`config.mk`:
```
export PLATFORM = sky130hd
export DESIGN_NAME = srt_prenorm_flat
export DESIGN_NICKNAME = d
export VERILOG_FILES = /design/src/rtl/srt_pkg.sv /design/src/rtl/srt_prenorm_if.sv /design/src/rtl/srt_lzc.sv /design/src/rtl/srt_prenorm.sv /design/src/flat_wrapper.sv
export SDC_FILE = /design/constraint.sdc
export NUM_CORES = 1
export LEC_CHECK = 0
export CAP_MARGIN = 30
export CORE_MARGIN = 2
export CORE_UTILIZATION = 52
export DETAILED_ROUTE_END_ITERATION = 6
export PLACE_DENSITY = 0.8
export SLEW_MARGIN = 20
export SYNTH_ARGS = -nofsm -noshare
export SYNTH_HDL_FRONTEND = slang
export SYNTH_SLANG_ARGS = --single-unit
export TNS_END_PERCENT = 30
```
`constraint.sdc`:
```
create_clock -name clk -period 2.1 [get_ports clk]
set_clock_uncertainty 0.1 [all_clocks]
set_input_delay 0.525 -clock clk [delete_from_list [all_inputs] [get_ports clk]]
set_output_delay 0.525 -clock clk [all_outputs]
set_load 0.03 [all_outputs]
```
`src/rtl/srt_pkg.sv`:
```
// Shared definitions for the radix-2 SRT divider and its operand pre-normalisation stage.
package srt_pkg;

  localparam int SRT_W = 8;

  function automatic int shw(input int width);
    return $clog2(width);
  endfunction

  localparam int SRT_SHW = shw(SRT_W);

  // Normalised operand record handed to the divider core.
  typedef struct packed {
    logic [SRT_W-1:0]   dvd;
    logic [SRT_W-1:0]   dvs;
    logic [SRT_SHW-1:0] shift;
    logic               quo_neg;
    logic               rem_neg;
    logic               dbz;
    logic               ovf;
  } prenorm_t;

endpackage

```
`src/rtl/srt_prenorm_if.sv`:
```
// Operand-side and divider-side handshake bundle of the SRT pre-normalisation stage.
interface srt_prenorm_if
  import srt_pkg::*;
#(
  parameter int WIDTH = SRT_W
) ();

  localparam int SHW = shw(WIDTH);

  logic             in_valid;
  logic             in_ready;
  logic [WIDTH-1:0] op1_i;
  logic [WIDTH-1:0] op2_i;
  logic             out_valid;
  logic             out_ready;
  logic [WIDTH-1:0] dvd_o;
  logic [WIDTH-1:0] dvs_o;
  logic [SHW-1:0]   shift_o;
  logic             quo_neg_o;
  logic             rem_neg_o;
  logic             dbz_o;
  logic             ovf_o;

  // slave: the pre-normalisation block; master: operand source plus divider.
  modport slave (
    input  in_valid, op1_i, op2_i, out_ready,
    output in_ready, out_valid, dvd_o, dvs_o, shift_o,
           quo_neg_o, rem_neg_o, dbz_o, ovf_o
  );

  modport master (
    output in_valid, op1_i, op2_i, out_ready,
    input  in_ready, out_valid, dvd_o, dvs_o, shift_o,
           quo_neg_o, rem_neg_o, dbz_o, ovf_o
  );

endinterface

```
`src/rtl/srt_lzc.sv`:
```
// Combinational leading-zero counter; cnt is 0 and zero is set for an all-zero input.
module srt_lzc
  import srt_pkg::*;
#(
  parameter  int WIDTH = SRT_W,
  localparam int SHW   = shw(WIDTH)
) (
  input  logic [WIDTH-1:0] val,
  output logic [SHW-1:0]   cnt,
  output logic             zero
);

  // One-hot marker of the most significant set bit.
  logic [WIDTH-1:0] first_one;

  genvar gi;
  generate
    for (gi = 0; gi < WIDTH; gi++) begin : g_first
      if (gi == WIDTH - 1) begin : g_top
        assign first_one[gi] = val[gi];
      end else begin : g_low
        assign first_one[gi] = val[gi] & ~(|val[WIDTH-1:gi+1]);
      end
    end
  endgenerate

  always_comb begin
    cnt = '0;
    for (int i = 0; i < WIDTH; i++) begin
      if (first_one[i]) begin
        cnt = cnt | SHW'(WIDTH - 1 - i);
      end
    end
  end

  assign zero = ~(|val);

endmodule

```
`src/rtl/srt_prenorm.sv`:
```
// Two-stage operand pre-normaliser for the SRT divider: S1 takes signs, magnitudes and
// flags; S2 left-justifies the divisor magnitude and reports the shift used.
module srt_prenorm
  import srt_pkg::*;
#(
  parameter int WIDTH  = SRT_W,
  parameter int SIGNED = 1
) (
  input  logic         clk,
  input  logic         rst,
  srt_prenorm_if.slave bus
);

  localparam int SHW = shw(WIDTH);
  localparam logic [WIDTH-1:0] MOST_NEG = {1'b1, {(WIDTH-1){1'b0}}};

  logic             s2_ready;
  logic             in_ready;

  logic             s1_valid_reg;
  logic [WIDTH-1:0] s1_dvd_reg;
  logic [WIDTH-1:0] s1_dvs_reg;
  logic             s1_quo_neg_reg;
  logic             s1_rem_neg_reg;
  logic             s1_dbz_reg;
  logic             s1_ovf_reg;

  logic             sign1;
  logic             sign2;
  logic [WIDTH-1:0] s1_dvd_next;
  logic [WIDTH-1:0] s1_dvs_next;
  logic             s1_quo_neg_next;
  logic             s1_rem_neg_next;
  logic             s1_dbz_next;
  logic             s1_ovf_next;

  logic             out_valid_reg;
  logic [WIDTH-1:0] dvd_reg;
  logic [WIDTH-1:0] dvs_reg;
  logic [SHW-1:0]   shift_reg;
  logic             quo_neg_reg;
  logic             rem_neg_reg;
  logic             dbz_reg;
  logic             ovf_reg;

  logic [SHW-1:0]   lzc_cnt;
  logic             lzc_zero;
  logic [WIDTH-1:0] dvs_next;
  logic [SHW-1:0]   shift_next;

  // A stage may load whenever it is empty or its contents move on in the same cycle.
  assign s2_ready = ~out_valid_reg | bus.out_ready;
  assign in_ready = ~s1_valid_reg | s2_ready;

  always_comb begin
    sign1 = (SIGNED != 0) & bus.op1_i[WIDTH-1];
    sign2 = (SIGNED != 0) & bus.op2_i[WIDTH-1];
    // Negating the most negative value wraps to itself, which is its correct unsigned magnitude.
    s1_dvd_next     = sign1 ? -bus.op1_i : bus.op1_i;
    s1_dvs_next     = sign2 ? -bus.op2_i : bus.op2_i;
    s1_dbz_next     = (bus.op2_i == '0);
    s1_quo_neg_next = (sign1 ^ sign2) & ~s1_dbz_next;
    s1_rem_neg_next = sign1 & (bus.op1_i != '0);
    s1_ovf_next     = (SIGNED != 0) & (bus.op1_i == MOST_NEG) & (bus.op2_i == '1);
  end

  always_ff @(posedge clk or posedge rst) begin
    if (rst) begin
      s1_valid_reg   <= 1'b0;
      s1_dvd_reg     <= '0;
      s1_dvs_reg     <= '0;
      s1_quo_neg_reg <= 1'b0;
      s1_rem_neg_reg <= 1'b0;
      s1_dbz_reg     <= 1'b0;
      s1_ovf_reg     <= 1'b0;
    end else if (in_ready) begin
      s1_valid_reg <= bus.in_valid;
      if (bus.in_valid) begin
        s1_dvd_reg     <= s1_dvd_next;
        s1_dvs_reg     <= s1_dvs_next;
        s1_quo_neg_reg <= s1_quo_neg_next;
        s1_rem_neg_reg <= s1_rem_neg_next;
        s1_dbz_reg     <= s1_dbz_next;
        s1_ovf_reg     <= s1_ovf_next;
      end
    end
  end

  srt_lzc #(.WIDTH(WIDTH)) u_lzc (
    .val  (s1_dvs_reg),
    .cnt  (lzc_cnt),
    .zero (lzc_zero)
  );

  // A zero divisor shifts to zero anyway; the shift is pinned to 0 for it.
  assign shift_next = lzc_zero ? '0 : lzc_cnt;
  assign dvs_next   = s1_dvs_reg << shift_next;

  always_ff @(posedge clk or posedge rst) begin
    if (rst) begin
      out_valid_reg <= 1'b0;
      dvd_reg       <= '0;
      dvs_reg       <= '0;
      shift_reg     <= '0;
      quo_neg_reg   <= 1'b0;
      rem_neg_reg   <= 1'b0;
      dbz_reg       <= 1'b0;
      ovf_reg       <= 1'b0;
    end else if (s2_ready) begin
      out_valid_reg <= s1_valid_reg;
      if (s1_valid_reg) begin
        dvd_reg     <= s1_dvd_reg;
        dvs_reg     <= dvs_next;
        shift_reg   <= shift_next;
        quo_neg_reg <= s1_quo_neg_reg;
        rem_neg_reg <= s1_rem_neg_reg;
        dbz_reg     <= s1_dbz_reg;
        ovf_reg     <= s1_ovf_reg;
      end
    end
  end

  assign bus.in_ready  = in_ready;
  assign bus.out_valid = out_valid_reg;
  assign bus.dvd_o     = dvd_reg;
  assign bus.dvs_o     = dvs_reg;
  assign bus.shift_o   = shift_reg;
  assign bus.quo_neg_o = quo_neg_reg;
  assign bus.rem_neg_o = rem_neg_reg;
  assign bus.dbz_o     = dbz_reg;
  assign bus.ovf_o     = ovf_reg;

endmodule

```
`src/flat_wrapper.sv`:
```
// flat-port wrapper written by rule: the top's interface ports become plain ports
module srt_prenorm_flat import srt_pkg::*;
#(
  parameter int WIDTH  = SRT_W,
  parameter int SIGNED = 1
)
  (clk, rst, bus_in_valid, bus_op1_i, bus_op2_i, bus_out_ready, bus_in_ready, bus_out_valid, bus_dvd_o, bus_dvs_o, bus_shift_o, bus_quo_neg_o, bus_rem_neg_o, bus_dbz_o, bus_ovf_o);
  srt_prenorm_if #(.WIDTH(WIDTH)) bus_i ();
  input  logic clk;
  input  logic rst;
  input wire logic [$bits(bus_i.in_valid)-1:0] bus_in_valid;
  input wire logic [$bits(bus_i.op1_i)-1:0] bus_op1_i;
  input wire logic [$bits(bus_i.op2_i)-1:0] bus_op2_i;
  input wire logic [$bits(bus_i.out_ready)-1:0] bus_out_ready;
  output wire logic [$bits(bus_i.in_ready)-1:0] bus_in_ready;
  output wire logic [$bits(bus_i.out_valid)-1:0] bus_out_valid;
  output wire logic [$bits(bus_i.dvd_o)-1:0] bus_dvd_o;
  output wire logic [$bits(bus_i.dvs_o)-1:0] bus_dvs_o;
  output wire logic [$bits(bus_i.shift_o)-1:0] bus_shift_o;
  output wire logic [$bits(bus_i.quo_neg_o)-1:0] bus_quo_neg_o;
  output wire logic [$bits(bus_i.rem_neg_o)-1:0] bus_rem_neg_o;
  output wire logic [$bits(bus_i.dbz_o)-1:0] bus_dbz_o;
  output wire logic [$bits(bus_i.ovf_o)-1:0] bus_ovf_o;
  assign bus_i.in_valid = bus_in_valid;
  assign bus_i.op1_i = bus_op1_i;
  assign bus_i.op2_i = bus_op2_i;
  assign bus_i.out_ready = bus_out_ready;
  assign bus_in_ready = bus_i.in_ready;
  assign bus_out_valid = bus_i.out_valid;
  assign bus_dvd_o = bus_i.dvd_o;
  assign bus_dvs_o = bus_i.dvs_o;
  assign bus_shift_o = bus_i.shift_o;
  assign bus_quo_neg_o = bus_i.quo_neg_o;
  assign bus_rem_neg_o = bus_i.rem_neg_o;
  assign bus_dbz_o = bus_i.dbz_o;
  assign bus_ovf_o = bus_i.ovf_o;
  srt_prenorm #(.WIDTH(WIDTH), .SIGNED(SIGNED)) u_core (.clk(clk), .rst(rst), .bus(bus_i));
endmodule
```
==> results of run 1 <==
[power by group through the flow]
| stage | sequential (mW) | combinational [mW] | clock [mW] |
|---|---|---|---|
| global placement | 1.15 | 0.985 | 0 |
| CTS | 1.14 | 1.00 | 0.555 |
| global route | 1.17 | 1.08 | 0.578 |
| floorplan | 1.33 | 0.424 | 0 |
| detailed placement | 1.16 | 0.996 | 0 |
| finish | 1.14 | 0.996 | 0.534 |
[final timing paths]
kind / start / endpoint / depth (start not counted)
worst max register to register: u_core.s1_dvs_reg[4] / u_core.bus.dvs_o[5] / 5
worst min register to register: u_core.s1_rem_neg_reg / u_core.bus.rem_neg_o / 2
min in group asynchronous: rst / u_core.bus.out_valid / 3
worst max-delay path: u_core.bus.dvd_o[3] / bus_dvd_o[3] / 1
worst min-delay path: u_core.s1_rem_neg_reg / u_core.bus.rem_neg_o / 2
max in group asynchronous: rst / u_core.bus.dvd_o[7] / 3
[stage by stage]
step	instance area (um^2)	utilization (%)	worst slack, ns
finish	3060	70.3	0.127
global route	3060	70.3	0.0859
CTS	3040	69.9	0.0916
detailed placement	2930	67.4	-0.446
global placement	2930	67.4	-0.337
floorplan	2350	-	0.209
[what timing repair did]
action | in CTS | in global routing
setup endpoints to repair | 2 | 2
pin swaps | 0 | 2
buffers inserted | 0 | 1
gates resized for setup | 4 | 4
[layer usage]
layer / GRT usage [%] / share of wire, % / vias up
met5: 0 / 0 / -
met2: 38.7 / 50 / 44
met4: 8.60 / 1.4 / 0
met1: 29.2 / 44 / 935
met3: 3.94 / 4.0 / 7
li1: - / - / 989
[layout make-up]
type / instances / area [um^2]
flip-flops and latches: 45 / 1130
fillers: 362 / 1290
repair buffers: 63 / 611
well taps: 52 / 65.1
clock buffers: 6 / 72.6
inverters: 9 / 33.8
clock inverters: 2 / 15.0
multi-input cells: 189 / 1140
[kinds of logic after synthesis]
logic type,after synthesis,share of synthesized area (%)
buffers and inverters,24,4.84
XOR/XNOR,10,3.73
flip-flops,45,47.9
multiplexers,5,2.18
adder cells (fa/ha/maj),3,1.60
AO/OA/AOI/OAI,52,16.2
AND/OR/NAND/NOR,119,23.6
[synth_stat cells (2+ instances only)]
library cell | n | area share, %
buf_2 | 4 | 0.85
nor4_1 | 2 | 0.53
a32o_1 | 3 | 1.3
a21oi_1 | 8 | 1.7
nand3b_1 | 4 | 1.3
buf_6 | 2 | 0.96
o21ai_0 | 23 | 4.9
nor3_1 | 4 | 0.85
nor2_1 | 10 | 1.6
mux2i_1 | 4 | 1.7
clkbuf_1 | 7 | 1.1
xnor2_1 | 2 | 0.75
ha_1 | 3 | 1.6
inv_1 | 8 | 1.3
nand2_1 | 73 | 12
nor2b_1 | 5 | 1.3
nand3_1 | 3 | 0.64
xor2_1 | 8 | 3.0
dfrtp_1 | 45 | 48
nand4_1 | 3 | 0.80
or3_1 | 3 | 0.80
o31ai_1 | 5 | 1.6
nand2b_1 | 6 | 1.6
==> results_dict.tcl, run 1 <==
set metrics [dict create \
    status "finished clean" \
    path_delay_family "buffers and inverters" \
    core_area_mm2 0.00435 \
    synth_fp_nets 281 \
    ys_ff_latch 45 \
    synth_ff_type "dfrtp_1" \
    cts.sink_count 45 \
    power_switching_mw 0.987 \
    area_delta_synth_final_pct 30.1 \
    clkTransAtPathRegs_ns 0.08 \
    reg2reg_slack_ns 0.23 \
    p_comb_share_pct 37.3 \
    tritoncts "yes" \
    grt_max_degree 46 \
    fin_setup_tns_ns 0 \
    detail_route.wl_per_cell_um 14.4 \
    power_mw 2.67 \
    io_pins 45 \
    worstPathArrival_ns 1.35 \
    setup_viol 0 \
    antenna_found_initial 0 \
    power_frac_clock_pct 20.0 \
    holdWs_ns 0.362 \
    clock.fmax_ghz 0.507 \
    slew_violations 0 \
    drtIter0Drc 145 \
    vias 1975 \
    ctsHtreeMaxLevel 2 \
    grt_pass1_vias 1986 \
    clock_latency_ns 0.30 \
    wirelength_um 5280 \
    crit_buf_inv 1 \
    yosysWarnings 0 \
    rows 24 \
    cp_slowest_cell "clkdlybuf4s50_1" \
    endpoint_kind "output pin" \
    fin_crit_sh_pct 93.9 \
    critPathMaxStageDelay_ns 0.68 \
    grt_first_pass_wirelength_um 9050 \
    cts_buffers 5 \
    overflow 0 \
    place.gp.congestion 0.932 \
    p_sw_share_pct 37.0 \
    insertedDiodeCount 0 \
    hold_class "reg -> reg" \
    post-dp-hpwl_um 3880 \
    final_nets 336 \
    die_y_um 71.2 \
    dr.pass1.iters 4 \
    async_flop_share_pct 100 \
    netlist_instances 258 \
    cp-start-kind "flip-flop" \
    final-instance-count-excl-fill 366 \
    routed_via_density 5.40 \
    post-route-min-period_ns 1.97 \
    grt_util_all_layers_pct 22.8 \
    worst-path-max-fanout 2 \
    die_w_um 71.2 \
    die_area_mm2 0.00508 \
    crit_chain "clkdlybuf4s50_1" \
    layout_common_cells "73 x nand2_1, 45 x dfrtp_1, 41 x clkdlybuf4s50_1" \
    p_leak_nw 1.37 \
    post-route-drc-count 0 \
    final_common_cell "nand2_1" \
    rsz0062_at_grt "false" \
    drive_above_1_share_pct 12.4 \
    synth-edff-count 0 \
    hold_viol 0 \
    p_seq_share_pct 42.7 \
    ctsRootBufferMaster "clkbuf_8" \
    ys_types 46 \
    max_slew.worst_pin.slew_ns 0.528 \
    max-slew-margin-rel_pct 64.5 \
    power_density_mw_per_mm2 873 \
    ir_drop_uv 480 \
    clockBufferDepth 2 \
    initial_core_util_pct 54.0 \
    syn_area_per_cell_um2 9.11 \
    yosysSeqAreaShare_pct 47.9 \
    cap_violations 0 \
    postRouteAntennaNets 0 \
    netlist_area_mm2 0.00235 \
    hold_buffers 0 \
    crit_type "reg -> out" \
    worstPathRequired_ns 1.47 \
    port_buffers 44 \
    dp_cells 357 \
    p_int_mw 1.68 \
]
(Power assumes the default switching activity.)
==> run 2, diff against run 1 <==
CORE_MARGIN = default   (was 2)
==> run 2 against run 1 <==
  * Power fell by 0.27%
  * Critical path depth unchanged
  * Register-to-register slack about the same
  * Design area is 0.16% higher
  * Sequential power about the same
  * Critical endpoint is now bus_out_valid
  * Largest power group unchanged
==> results_dict.tcl, run 2 (synthesis results as in run 1) <==
set metrics [dict create \
    crit_type "reg -> out" \
    status "finished clean" \
    critPathMaxStageDelay_ns 0.68 \
    p_int_mw 1.68 \
    clockBufferDepth 2 \
    fin_crit_sh_pct 94.1 \
    nFillCells 324 \
    clkTransAtPathRegs_ns 0.09 \
    setup_viol 0 \
    grt_util_all_layers_pct 22.9 \
    cap_violations 0 \
    ctsRootBufferMaster "clkbuf_8" \
    cp-start-kind "flip-flop" \
    tritoncts "yes" \
    post-route-min-period_ns 1.98 \
    cts_buffers 5 \
    core_area_mm2 0.00435 \
    layout_common_cells "73 x nand2_1, 45 x dfrtp_1, 41 x clkdlybuf4s50_1" \
    final_common_cell "nand2_1" \
    power_density_mw_per_mm2 869 \
    worstPathArrival_ns 1.35 \
    crit_chain "clkdlybuf4s50_1" \
    power_switching_mw 0.981 \
    place.gp.congestion 0.892 \
    area_delta_synth_final_pct 30.3 \
    drtIter0Drc 134 \
    max_slew.worst_pin.slew_ns 0.641 \
    p_seq_share_pct 42.9 \
    final_nets 339 \
    slew_violations 0 \
    ctsHtreeMaxLevel 2 \
    port_buffers 44 \
    overflow 0 \
    rows 24 \
    p_comb_share_pct 37.2 \
    clock.fmax_ghz 0.506 \
    endpoint_kind "output pin" \
    hold_class "reg -> reg" \
    routed_via_density 5.36 \
    rsz0062_at_grt "false" \
    grt_first_pass_wirelength_um 8830 \
    insertedDiodeCount 0 \
    io_pins 45 \
    ir_drop_uv 570 \
    post-route-drc-count 0 \
    dr.pass1.iters 5 \
    grt_pass1_vias 1967 \
    postLayoutCoreUtil_pct 70.4 \
    die_area_mm2 0.00479 \
    die_w_um 69.2 \
    path_delay_family "buffers and inverters" \
    multi_input_area_mm2 0.00113 \
    max-slew-margin-rel_pct 57.0 \
    p_sw_share_pct 36.8 \
    cts.sink_count 45 \
    hold_buffers 0 \
    power_mw 2.66 \
    wirelength_um 5110 \
    cp_slowest_cell "clkdlybuf4s50_1" \
    crit_buf_inv 1 \
    grt_max_degree 31 \
    antenna_found_initial 0 \
    post-dp-hpwl_um 3920 \
    initial_core_util_pct 54.0 \
    die_y_um 69.2 \
    power_frac_clock_pct 20.0 \
    hold_viol 0 \
    p_leak_nw 1.38 \
    drive_above_1_share_pct 13.2 \
    postRouteAntennaNets 0 \
    worstPathRequired_ns 1.47 \
    clock_latency_ns 0.30 \
    worst-path-max-fanout 3 \
    detail_route.wl_per_cell_um 13.9 \
    vias 1979 \
    ff_latch_area_mm2 0.00113 \
]
## run 2: layout make-up
cell class | instances | area share, %
Clock buffer | 6 | 2.37
Clock inverter | 2 | 0.490
Inverter | 9 | 1.10
Multi-Input combinational cell | 189 | 36.9
Sequential cell | 45 | 36.7
Tap cell | 52 | 2.12
Timing Repair Buffer | 66 | 20.3
## run 2: per-layer routing
| layer | share of wire [%] | wire length, um | up-vias | global-route usage, % |
|---|---|---|---|---|
| met5 | 0 | 0 | - | 0 |
| met4 | 2.4 | 123 | 0 | 9.98 |
| met3 | 3.7 | 191 | 10 | 4.22 |
| met2 | 48 | 2440 | 50 | 36.5 |
| met1 | 46 | 2360 | 925 | 30.7 |
| li1 | - | - | 994 | - |
## run 2: stage by stage
stage               instances  setup slack, ns  setup TNS, ns  hold slack (ns)  cell area, um^2
global placement          360           -0.311         -0.943            0.345             2940
detailed placement        360           -0.405          -1.26            0.350             2940
CTS                       368           0.0102              0            0.367             3050
floorplan                 258            0.209              0            0.333             2350
global route              369           0.0744              0            0.387             3060
finish                    369            0.124              0            0.359             3060
## run 2: path summary, 6_finish.rpt
path | startpoint | end | slack [ns] | depth (start not counted)
hold reg to reg | u_core.s1_quo_neg_reg | u_core.bus.quo_neg_o | 0.36 | 2
min in group asynchronous | rst | u_core.bus.dvs_o[6] | 0.43 | 2
setup / recovery | u_core.bus.out_valid | bus_out_valid | 0.12 | 1
max in group asynchronous | rst | u_core.s1_dvd_reg[1] | 0.96 | 3
hold / removal | u_core.s1_quo_neg_reg | u_core.bus.quo_neg_o | 0.36 | 2
setup reg to reg | u_core.s1_dvs_reg[6] | u_core.bus.dvs_o[5] | 0.24 | 5
## run 2: timing repair
item / 4_1_cts / 5_1_grt
endpoints found under the setup margin: 1 / 2
pin swaps: 0 / 1
resized for setup: 2 / 5
buffers inserted: 0 / 1
## run 2: power by group through the flow
stage	Combinational, mW	Clock (mW)	Sequential (mW)
after floorplan	0.424	0	1.33
after CTS	0.995	0.546	1.14
after global routing	1.07	0.576	1.16
after detailed placement	0.990	0	1.16
final	0.990	0.532	1.14
after global placement	0.978	0	1.15
==> run 3, diff against run 2 <==
CORE_ASPECT_RATIO = 1.25   (was default)
==> run 3 against run 2 <==
  * Worst hold slack better by 0.017 ns
  * Non-clock buffer count is 4 lower
  * Via count grew 1.1%
  * Core utilization rose by 0.37 points
  * Critical endpoint is now bus_dvs_o[3]
  * Die area about the same
  * First-iteration DRC count down 16%
  * Critical path type unchanged
==> results_dict.tcl, run 3 (synthesis results as in run 1) <==
set metrics [dict create \
    p_leak_nw 1.39 \
    worst-path-max-fanout 2 \
    startpoint "u_core.bus.dvs_o[3]" \
    drtIter0Drc 112 \
    reg2reg_depth 5 \
    antenna_found_initial 0 \
    critPathMaxStageDelay_ns 0.69 \
    hold_end "u_core.bus.dvd_o[4]" \
    post-route-min-period_ns 1.96 \
    cts.sink_count 45 \
    endpoint_kind "output pin" \
    post-route-drc-count 0 \
    wirelength_um 4920 \
    hold_class "reg -> reg" \
    worstPathArrival_ns 1.34 \
    clock_latency_ns 0.29 \
    detail_route.wl_per_cell_um 13.3 \
    final_nets 335 \
    rows 27 \
    hold_viol 0 \
    status "finished clean" \
    drive_above_1_share_pct 12.1 \
    area_delta_synth_final_pct 31.1 \
    overflow 0 \
    crit_buf_inv 1 \
    dr.pass1.iters 4 \
    die_w_um 62.1 \
    die_y_um 77.2 \
    grt_first_pass_wirelength_um 8510 \
    clock.fmax_ghz 0.510 \
    cts_buffers 5 \
    r2r-end "u_core.bus.dvs_o[6]" \
    design_area_mm2 0.00308 \
    core_area_mm2 0.00436 \
    worstPathRequired_ns 1.47 \
    rr_startpoint "u_core.s1_dvs_reg[4]" \
    cp-start-kind "flip-flop" \
    clkTransAtPathRegs_ns 0.08 \
    layout_common_cells "73 x nand2_1, 45 x dfrtp_1, 41 x clkdlybuf4s50_1" \
    post-dp-hpwl_um 3630 \
    routed_via_density 5.39 \
    ctsRootBufferMaster "clkbuf_8" \
    power_mw 2.79 \
    vias 2000 \
    ir_drop_uv 488 \
    fin_crit_sh_pct 93.4 \
    clockBufferDepth 2 \
    io_pins 45 \
    path_delay_family "buffers and inverters" \
    max-slew-margin-rel_pct 65.8 \
    max_slew.worst_pin.slew_ns 0.508 \
    min_from "u_core.s1_dvd_reg[4]" \
    cp_slowest_cell "clkdlybuf4s50_1" \
    power_density_mw_per_mm2 906 \
    postLayoutCoreUtil_pct 70.7 \
    tritoncts "yes" \
    final_common_cell "nand2_1" \
    setup_ws_ns 0.139 \
    initial_core_util_pct 53.9 \
    crit_chain "clkdlybuf4s50_1" \
    place.gp.congestion 0.898 \
    nFillCells 328 \
    holdWs_ns 0.376 \
    grt_util_all_layers_pct 22.7 \
    grt_max_degree 46 \
    setup_viol 0 \
    postRouteAntennaNets 0 \
    grt_pass1_vias 1889 \
    reg2reg_slack_ns 0.23 \
    crit_type "reg -> out" \
    dp_slack_ns -0.396 \
    ctsHtreeMaxLevel 2 \
    slew_violations 0 \
    rsz0062_at_grt "false" \
    die_area_mm2 0.00480 \
    holdPathStages 2 \
    placed_cell_area_mm2 0.00294 \
    port_buffers 44 \
    insertedDiodeCount 0 \
    cap_violations 0 \
]
## run 3: cell types whose count changed in the layout (fill, tap and decap cells not counted)
cell	previous run	this run
o21ai_0	23	22
buf_12	1	2
buf_4	22	17
o21ai_1	1	2
bufinv_16	0	1
clkbuf_8	5	6
clkinvlp_4	2	0
## run 3: area by class of cell
type | instances | area (um^2) | share of cell area (%)
multi-input combinational | 189 | 1130 | 36.7
sequential | 45 | 1130 | 36.5
timing repair buffer | 62 | 603 | 19.6
clock buffer | 7 | 86.3 | 2.80
tap | 58 | 72.6 | 2.35
inverter | 9 | 33.8 | 1.10
clock inverter | 1 | 30.0 | 0.974
## run 3: how the worst max path moves through the flow
stage / to / cells after the start / slack (ns)
after global routing: bus_out_valid / 1 / 0.08
after CTS: u_core.s1_dvs_reg[6] / 7 / 0.007
final: bus_dvs_o[3] / 1 / 0.14
after global placement: u_core.s1_quo_neg_reg / 8 / -0.30
after detailed placement: u_core.s1_quo_neg_reg / 8 / -0.40
after floorplan: u_core.s1_quo_neg_reg / 7 / 0.21
## run 3: what timing repair did
item | in CTS | in global routing
pin swaps | 0 | 1
setup endpoints to repair | 1 | 2
hold buffers | 0 | 0
gates resized for setup | 2 | 6
buffers inserted | 0 | 0
## run 3: where the power goes
group / leakage [nW] / switching, mW / total, mW / internal (mW)
logic: 0.763 / 0.558 / 0.984 / 0.426
clock network: 0.0585 / 0.280 / 0.667 / 0.388
registers: 0.566 / 0.123 / 1.14 / 1.02
total: 1.39 / 0.961 / 2.79 / 1.83
## run 3: stage by stage
stage / setup TNS [ns] / cells
after floorplan: 0 / 258
after global placement: -0.897 / 363
after detailed placement: -1.24 / 363
after CTS: 0 / 371
after global routing: 0 / 371
final: 0 / 371
## run 3: per-layer routing
layer / up-vias / global-route usage [%] / share of wire (%)
met3: 10 / 4.17 / 3.3
met1: 942 / 27.4 / 44
met5: - / 0 / 0
li1: 989 / - / -
met4: 0 / 10.9 / 2.5
met2: 59 / 38.9 / 51
## run 3: worst register-to-register path, delay by kind of cell, from the launching register on
family           cells  cell delay (ns)
AO/OA/AOI/OAI        3             0.66
flip-flops           1             0.48
AND/OR/NAND/NOR      2             0.51
